### config.mk
export PLATFORM = sky130hd
export DESIGN_NAME = ps2_keyboard_rx
export DESIGN_NICKNAME = d
export VERILOG_FILES = /design/src/rtl/ps2_pkg.sv /design/src/rtl/ps2_keymap.sv /design/src/rtl/ps2_keyboard_rx.sv
export SDC_FILE = /design/constraint.sdc
export NUM_CORES = 1
export LEC_CHECK = 0
export ABC_AREA = 1
export BUFFER_PORTS_ARGS = -buffer_cell sky130_fd_sc_hd__buf_2
export CORE_ASPECT_RATIO = 0.8
export CORE_MARGIN = 2
export CORE_UTILIZATION = 50
export DETAILED_ROUTE_END_ITERATION = 12
export PLACE_DENSITY = 0.69
export SLEW_MARGIN = 10
export SYNTH_ARGS = -nofsm -noshare
export SYNTH_HDL_FRONTEND = slang
export SYNTH_SLANG_ARGS = --single-unit
### constraint.sdc
create_clock -name clk -period 2 [get_ports clk]
set_input_delay 0.2 -clock clk [delete_from_list [all_inputs] [get_ports clk]]
set_output_delay 0.2 -clock clk [all_outputs]
set_load 0.01 [all_outputs]
### src/rtl/ps2_pkg.sv
// Shared constants for the PS/2 keyboard receiver: Hack special-key codes,
// scan-code prefixes and the frame FSM state type.
package ps2_pkg;
    localparam logic [15:0] KEY_NEWLINE   = 16'd128;
    localparam logic [15:0] KEY_BACKSPACE = 16'd129;
    localparam logic [15:0] KEY_LEFT      = 16'd130;
    localparam logic [15:0] KEY_UP        = 16'd131;
    localparam logic [15:0] KEY_RIGHT     = 16'd132;
    localparam logic [15:0] KEY_DOWN      = 16'd133;
    localparam logic [15:0] KEY_HOME      = 16'd134;
    localparam logic [15:0] KEY_END       = 16'd135;
    localparam logic [15:0] KEY_PAGE_UP   = 16'd136;
    localparam logic [15:0] KEY_PAGE_DOWN = 16'd137;
    localparam logic [15:0] KEY_INSERT    = 16'd138;
    localparam logic [15:0] KEY_DELETE    = 16'd139;
    localparam logic [15:0] KEY_ESC       = 16'd140;
    localparam logic [15:0] KEY_F1        = 16'd141;
    localparam logic [15:0] KEY_F2        = 16'd142;
    localparam logic [15:0] KEY_F3        = 16'd143;
    localparam logic [15:0] KEY_F4        = 16'd144;
    localparam logic [15:0] KEY_F5        = 16'd145;
    localparam logic [15:0] KEY_F6        = 16'd146;
    localparam logic [15:0] KEY_F7        = 16'd147;
    localparam logic [15:0] KEY_F8        = 16'd148;
    localparam logic [15:0] KEY_F9        = 16'd149;
    localparam logic [15:0] KEY_F10       = 16'd150;
    localparam logic [15:0] KEY_F11       = 16'd151;
    localparam logic [15:0] KEY_F12       = 16'd152;

    localparam logic [7:0] SC_BREAK = 8'hF0;
    localparam logic [7:0] SC_EXT   = 8'hE0;

    typedef enum logic [1:0] {IDLE, DATA, PARITY, STOP} frame_state_e;
endpackage

### src/rtl/ps2_keymap.sv
// Combinational scan-code set 2 to Hack key-code lookup; no shift handling.
// E0-prefixed navigation keys are only mapped when PS2_EXT_KEYS_EN is defined.
import ps2_pkg::*;

module ps2_keymap (
    input  logic        ext,
    input  logic [7:0]  scan,
    output logic        hit,
    output logic [15:0] code
);
    always_comb begin
        hit  = 1'b1;
        code = '0;
        if (!ext) begin
            case (scan)
                8'h1C: code = 16'd65;  8'h32: code = 16'd66;  8'h21: code = 16'd67;
                8'h23: code = 16'd68;  8'h24: code = 16'd69;  8'h2B: code = 16'd70;
                8'h34: code = 16'd71;  8'h33: code = 16'd72;  8'h43: code = 16'd73;
                8'h3B: code = 16'd74;  8'h42: code = 16'd75;  8'h4B: code = 16'd76;
                8'h3A: code = 16'd77;  8'h31: code = 16'd78;  8'h44: code = 16'd79;
                8'h4D: code = 16'd80;  8'h15: code = 16'd81;  8'h2D: code = 16'd82;
                8'h1B: code = 16'd83;  8'h2C: code = 16'd84;  8'h3C: code = 16'd85;
                8'h2A: code = 16'd86;  8'h1D: code = 16'd87;  8'h22: code = 16'd88;
                8'h35: code = 16'd89;  8'h1A: code = 16'd90;
                8'h45: code = 16'd48;  8'h16: code = 16'd49;  8'h1E: code = 16'd50;
                8'h26: code = 16'd51;  8'h25: code = 16'd52;  8'h2E: code = 16'd53;
                8'h36: code = 16'd54;  8'h3D: code = 16'd55;  8'h3E: code = 16'd56;
                8'h46: code = 16'd57;
                8'h29: code = 16'd32;
                8'h5A: code = KEY_NEWLINE;
                8'h66: code = KEY_BACKSPACE;
                8'h76: code = KEY_ESC;
                8'h05: code = KEY_F1;  8'h06: code = KEY_F2;  8'h04: code = KEY_F3;
                8'h0C: code = KEY_F4;  8'h03: code = KEY_F5;  8'h0B: code = KEY_F6;
                8'h83: code = KEY_F7;  8'h0A: code = KEY_F8;  8'h01: code = KEY_F9;
                8'h09: code = KEY_F10; 8'h78: code = KEY_F11; 8'h07: code = KEY_F12;
                default: hit = 1'b0;
            endcase
        end else begin
`ifdef PS2_EXT_KEYS_EN
            case (scan)
                8'h6B: code = KEY_LEFT;
                8'h75: code = KEY_UP;
                8'h74: code = KEY_RIGHT;
                8'h72: code = KEY_DOWN;
                8'h6C: code = KEY_HOME;
                8'h69: code = KEY_END;
                8'h7D: code = KEY_PAGE_UP;
                8'h7A: code = KEY_PAGE_DOWN;
                8'h70: code = KEY_INSERT;
                8'h71: code = KEY_DELETE;
                default: hit = 1'b0;
            endcase
`else
            hit = 1'b0;
`endif
        end
    end
endmodule

### src/rtl/ps2_keyboard_rx.sv
// PS/2 keyboard receiver: sync + glitch-filter pins, frame-check, track make/break, emit Hack key code
// one cycle after the stop-bit strobe. No backpressure. PS2_EXT_KEYS_EN enables E0 navigation keys.
import ps2_pkg::*;

module ps2_keyboard_rx #(
    parameter int CLK_HZ     = 100_000_000,
    parameter int FILTER_LEN = 8,
    parameter int TIMEOUT_US = 2000
) (
    input  logic        clk,
    input  logic        reset,
    input  logic        ps2_clk,
    input  logic        ps2_data,
    output logic [15:0] key_code,
    output logic        key_valid,
    output logic        frame_err
);
    localparam int             FCW      = $clog2(FILTER_LEN + 1);
    localparam logic [FCW-1:0] FLT_LAST = FCW'(FILTER_LEN - 1);
    localparam logic [31:0]    TMO_CYC  = 32'(CLK_HZ / 1_000_000 * TIMEOUT_US);

    // Index 1 is the PS/2 clock, index 0 the PS/2 data line.
    logic [1:0]     raw, sync1, sync2, flt;
    logic [FCW-1:0] flt_cnt [2];
    logic           clk_prev, strobe, data_bit;

    assign raw = {ps2_clk, ps2_data};

    always_ff @(posedge clk) begin
        if (!reset) begin
            sync1    <= 2'b11;
            sync2    <= 2'b11;
            flt      <= 2'b11;
            clk_prev <= 1'b1;
            for (int i = 0; i < 2; i++) flt_cnt[i] <= '0;
        end else begin
            sync1    <= raw;
            sync2    <= sync1;
            clk_prev <= flt[1];
            for (int i = 0; i < 2; i++) begin
                if (sync2[i] == flt[i]) begin
                    flt_cnt[i] <= '0;
                end else if (flt_cnt[i] == FLT_LAST) begin
                    flt[i]     <= sync2[i];
                    flt_cnt[i] <= '0;
                end else begin
                    flt_cnt[i] <= flt_cnt[i] + FCW'(1);
                end
            end
        end
    end

    assign strobe   = clk_prev & ~flt[1];
    assign data_bit = flt[0];

    frame_state_e state_q, state_d;
    logic [2:0]   bit_cnt_q, bit_cnt_d;
    logic [7:0]   shreg_q, shreg_d;
    logic         par_q, par_d;
    logic [31:0]  tmo_q, tmo_d;
    logic         accept, err;

    always_ff @(posedge clk) begin
        if (!reset) begin
            state_q   <= IDLE;
            bit_cnt_q <= '0;
            shreg_q   <= '0;
            par_q     <= 1'b0;
            tmo_q     <= '0;
        end else begin
            state_q   <= state_d;
            bit_cnt_q <= bit_cnt_d;
            shreg_q   <= shreg_d;
            par_q     <= par_d;
            tmo_q     <= tmo_d;
        end
    end

    always_comb begin
        state_d   = state_q;
        bit_cnt_d = bit_cnt_q;
        shreg_d   = shreg_q;
        par_d     = par_q;
        tmo_d     = '0;
        accept    = 1'b0;
        err       = 1'b0;
        if (state_q != IDLE) tmo_d = tmo_q + 32'd1;
        unique case (state_q)
            IDLE: if (strobe) begin
                if (!data_bit) begin
                    state_d   = DATA;
                    bit_cnt_d = '0;
                end else begin
                    err = 1'b1;
                end
            end
            DATA: if (strobe) begin
                shreg_d   = {data_bit, shreg_q[7:1]};
                bit_cnt_d = bit_cnt_q + 3'd1;
                if (bit_cnt_q == 3'd7) state_d = PARITY;
            end
            PARITY: if (strobe) begin
                par_d   = data_bit;
                state_d = STOP;
            end
            STOP: if (strobe) begin
                state_d = IDLE;
                if (data_bit && (^{shreg_q, par_q})) accept = 1'b1;
                else                                 err    = 1'b1;
            end
            default: state_d = IDLE;
        endcase
        // A strobe always restarts the inter-edge gap; otherwise a stalled frame is abandoned.
        if (strobe) begin
            tmo_d = '0;
        end else if (state_q != IDLE && tmo_q == TMO_CYC) begin
            state_d = IDLE;
            shreg_d = '0;
            tmo_d   = '0;
            err     = 1'b1;
        end
    end

    logic        brk_pending, ext_pending;
    logic        map_hit;
    logic [15:0] map_code;

    ps2_keymap u_keymap (
        .ext  (ext_pending),
        .scan (shreg_q),
        .hit  (map_hit),
        .code (map_code)
    );

    always_ff @(posedge clk) begin
        if (!reset) begin
            key_code    <= '0;
            key_valid   <= 1'b0;
            frame_err   <= 1'b0;
            brk_pending <= 1'b0;
            ext_pending <= 1'b0;
        end else begin
            key_valid <= 1'b0;
            frame_err <= err;
            if (err) begin
                brk_pending <= 1'b0;
                ext_pending <= 1'b0;
            end else if (accept) begin
                if (shreg_q == SC_BREAK) begin
                    brk_pending <= 1'b1;
                end else if (shreg_q == SC_EXT) begin
                    ext_pending <= 1'b1;
                end else begin
                    brk_pending <= 1'b0;
                    ext_pending <= 1'b0;
                    // Typematic repeats of the held key fall through without a pulse.
                    if (map_hit && !brk_pending && map_code != key_code) begin
                        key_code  <= map_code;
                        key_valid <= 1'b1;
                    end else if (map_hit && brk_pending && map_code == key_code) begin
                        key_code  <= '0;
                        key_valid <= 1'b1;
                    end
                end
            end
        end
    end
endmodule

==> metrics.md <==
| Metric | Value |
|---|---|
| Slew HR | 56.4% |
| Worst VDD drop | 0.000606 V |
| Hold WC Path Type | input pin to flip-flop |
| Crit path capture type | flip-flop |
| Routed WL per cell | 20.5 um |
| RD Place Congestion | 0.987 |
| ANT nets after route | 0 |
| DP Worst Slack | -0.368 ns |
| Largest fanout on the critical path | 5 |
| Sequential-to-total area share from yosys stat | 32.2% |
| Crit-path most repeated cell | nand2_1 |
| ANT cells | 0 |
| Crit start category | flip-flop |
| Area fraction of the dominant cell type after synthesis | 27.2% |
| Most common cell after layout, fill and taps aside | nand2_1 |
| Core region area | 9190 sq um |
| Vias per Instance | 6.20 |
| Clk Tree Root Cell | clkbuf_16 |
| Crit path kind | flip-flop to flip-flop |
| H-tree levels | 3 |
| Largest net degree at the start of global routing | 22 |
| Worst skew pair latency | 0.35 ns |
| Fin. Hold Viols | 0 |
| Max frequency | 0.386 GHz |
| Largest stage delay, worst path | 0.40 ns |
| Pwr per Cell Area | 409 nW/um^2 |
| Worst Skew | 0.0126 ns |
| Failing checks | negative setup slack |
| Fin cells | 1,081 |
| DIE AREA | 10,400 sq um |
| Final Setup Violations | 42 |
| Yosys Warn Count | 0 |
| Worst-margin pin slew | 0.653 ns |
| Number of instances in the placed design | 992 |
| CP max stage cell | dfxtp_4 |
| RSZ-0062 raised after global routing | true |
| First-pass GRT wire length | 27,600 um |
| Yosys top cell by area | dfxtp_1 |
| Vias in the first global route | 5,767 |
| Routed vias | 6,698 |
| TritonCTS Buffers | 9 |
| CTS hold repair buffers | 0 |
| Final Cycle Share | 130% |
| Commonest cells after routing, fill and taps aside | nand2_1 (157), buf_4 (133), nor2_1 (76) |
| Die X-Extent | 113 um |
| Clock tree buffer depth | 2 |
| Final min period | 2.59 ns |
| Starting density of the core | 52.1% |
| Reg area | 1580 sq um |
| Share of post-route cells with drive strength above 1 | 48.3% |
| Setup TNS | -8.65 ns |
| Max-slew violation count | 0 |
| # fillers | 475 |
| Pre-antenna DRT Iters | 9 |
| CP top delay family | simple AND/OR/NAND/NOR gates |
| Initial antenna violation count | 0 |
| Area of the multi-input gates | 3960 sq um |
| GRT Total Usage | 33.3% |
| DRC | 0 |
| GRT Residual Overflow | 0 |
| Die span in y | 91.5 um |
| CP Data Required Time | 2.26 ns |
| Routed WL | 22,100 um |
| Leak | 3.75 nW |
| IO Pins | 22 |
| Rows | 31 |
| Clock sinks | 73 |
| Status | finished with violations |
| Total of max-cap violations | 0 |
| Number of port buffers | 13 |
| Mean post-synth cell area | 6.24 sq um |
| Post-DP HPWL | 10,700 um |
| Iteration-0 DRC Markers | 765 |
| Critical Path, Cell by Cell | inv_2 > nand2_2 > nor2_4 > buf_4 > nand2_1 > nand2_1 > nor2_2 > nand2_1 > nor2_2 > nand2_2 > nand3b_1 > nand3_2 > nor2_4 > nand2_4 > nand2_4 > nand3_2 > a21oi_1 |
| Buffers & Inverters on Critical Path | 2 |
| Unique masters post-synth | 43 |
| CTS tree | built |
| CP arrival | 2.85 ns |
| Top cells by area, synth | dfxtp_1 (27%), nand2_1 (18%), nor2_1 (11%) |
| CTS clk-pin slew, worst paths | 0.06 ns |
| Yosys reg bits | 73 |
| Post-Synthesis Cells | 768 |
| Setup ws final | -0.593 ns |
| Area grow syn2layout | 64.7% |
| Final net count | 975 |
| Syn Std Cell Area | 4790 sq um |
cell usage after synthesis:
| library cell | n |
|---|---|
| edfxtp_1 | 8 |
| nand3_2 | 2 |
| inv_2 | 9 |
| buf_2 | 3 |
| clkinv_2 | 2 |
| nand2_4 | 4 |
| and2_1 | 1 |
| nand3b_1 | 2 |
| conb_1 | 2 |
| a221oi_1 | 3 |
| nor2_1 | 136 |
| nor2_4 | 3 |
| buf_4 | 10 |
| o21bai_1 | 1 |
| o221ai_1 | 1 |
| nand3_1 | 56 |
| a31oi_1 | 2 |
| or2_2 | 5 |
| dfxtp_1 | 65 |
| a211oi_1 | 8 |
| clkbuf_1 | 8 |
| xnor2_1 | 4 |
| o211a_1 | 1 |
| nor3_1 | 17 |
| nor4_1 | 10 |
| a21oi_1 | 34 |
| nor3b_1 | 5 |
| nor3_2 | 1 |
| ha_1 | 10 |
| inv_1 | 70 |
| buf_6 | 1 |
| nor2_2 | 11 |
| or3_1 | 1 |
| nand2_2 | 2 |
| nand4_1 | 16 |
| clkinv_1 | 3 |
| o21ai_0 | 10 |
| xor2_1 | 5 |
| o211ai_1 | 2 |
| o221a_2 | 1 |
| o21a_1 | 3 |
| nand2_1 | 226 |
| o21ai_1 | 4 |
cell type report:
class / instances / area share, %
clock buffers: 11 / 3.20
clock inverters: 5 / 0.476
inverters: 84 / 4.35
multi-input cells: 608 / 50.2
flip-flops and latches: 73 / 20.0
well taps: 115 / 1.82
repair buffers: 185 / 20.0
cell families (layout without fill, tap and decap cells):
group,after synthesis,after routing,synth area share (%)
and+or+nand+nor,498,503,45.4
buffers and inverters,106,285,9.38
DFF,73,73,32.2
AOI/OAI and AO/OA,70,70,8.65
adders and majority gates,10,10,2.61
xor gates and xnor gates,9,9,1.65
other,2,16,0.157
power breakdown:
part           internal (mW)  total (mW)  switching, mW
sequential              1.49        1.50         0.0116
combinational         0.0515       0.140         0.0881
clock                  0.914        1.59          0.673
total                   2.45        3.22          0.773
sequential cells by signal (all words and copies together), names as in the netlist:
name,flops
flt,2
tmo_q,32
shreg_q,8
sync2,2
clk_prev,1
key_valid,1
ext_pending,1
state_q,2
sync1,2
brk_pending,1
par_q,1
flt_cnt,8
bit_cnt_q,3
frame_err,1
key_code,8
worst paths after layout:
kind / start / endpoint / slack, ns / cells past startpoint
worst min register to register: sync1[1]$_SDFF_PN1_ / sync2[1]$_SDFF_PN1_ / 0.43 / 1
worst max register to register: shreg_q[5]$_SDFF_PN0_ / key_code[0]$_SDFFE_PN0P_ / -0.59 / 17
worst max-delay path: shreg_q[5]$_SDFF_PN0_ / key_code[0]$_SDFFE_PN0P_ / -0.59 / 17
worst min-delay path: ps2_clk / sync1[1]$_SDFF_PN1_ / 0.04 / 2
metal layers:
metal / up-vias / global-route usage (%) / wire (um)
li1: 2856 / - / -
met1: 3084 / 44.7 / 8170
met2: 565 / 53.8 / 9750
met3: 193 / 6.07 / 2660
met4: 0 / 11.1 / 1540
met5: - / 0 / 0
through the flow:
| stage | hold slack [ns] | instance area, sq um | util (%) | total power, mW |
|---|---|---|---|---|
| 3_5_place_dp | 0.394 | 5840 | 63.5 | 1.63 |
| 2_1_floorplan | 0.307 | 4960 | - | 1.61 |
| 5_1_grt | 0.0478 | 7890 | 85.8 | 3.30 |
| 6_report | 0.0444 | 7890 | 85.8 | 3.22 |
| 3_3_place_gp | 0.389 | 5840 | 63.5 | 1.62 |
| 4_1_cts | 0.0403 | 7100 | 77.2 | 3.16 |
timing repair:
| action | in CTS | in global routing |
|---|---|---|
| cloned | 5 | 3 |
| setup endpoints to repair | 20 | 54 |
| resized for setup | 145 | 174 |
| pin swaps | 48 | 69 |
| setup buffers | 59 | 25 |
(Power assumes the default switching activity.)
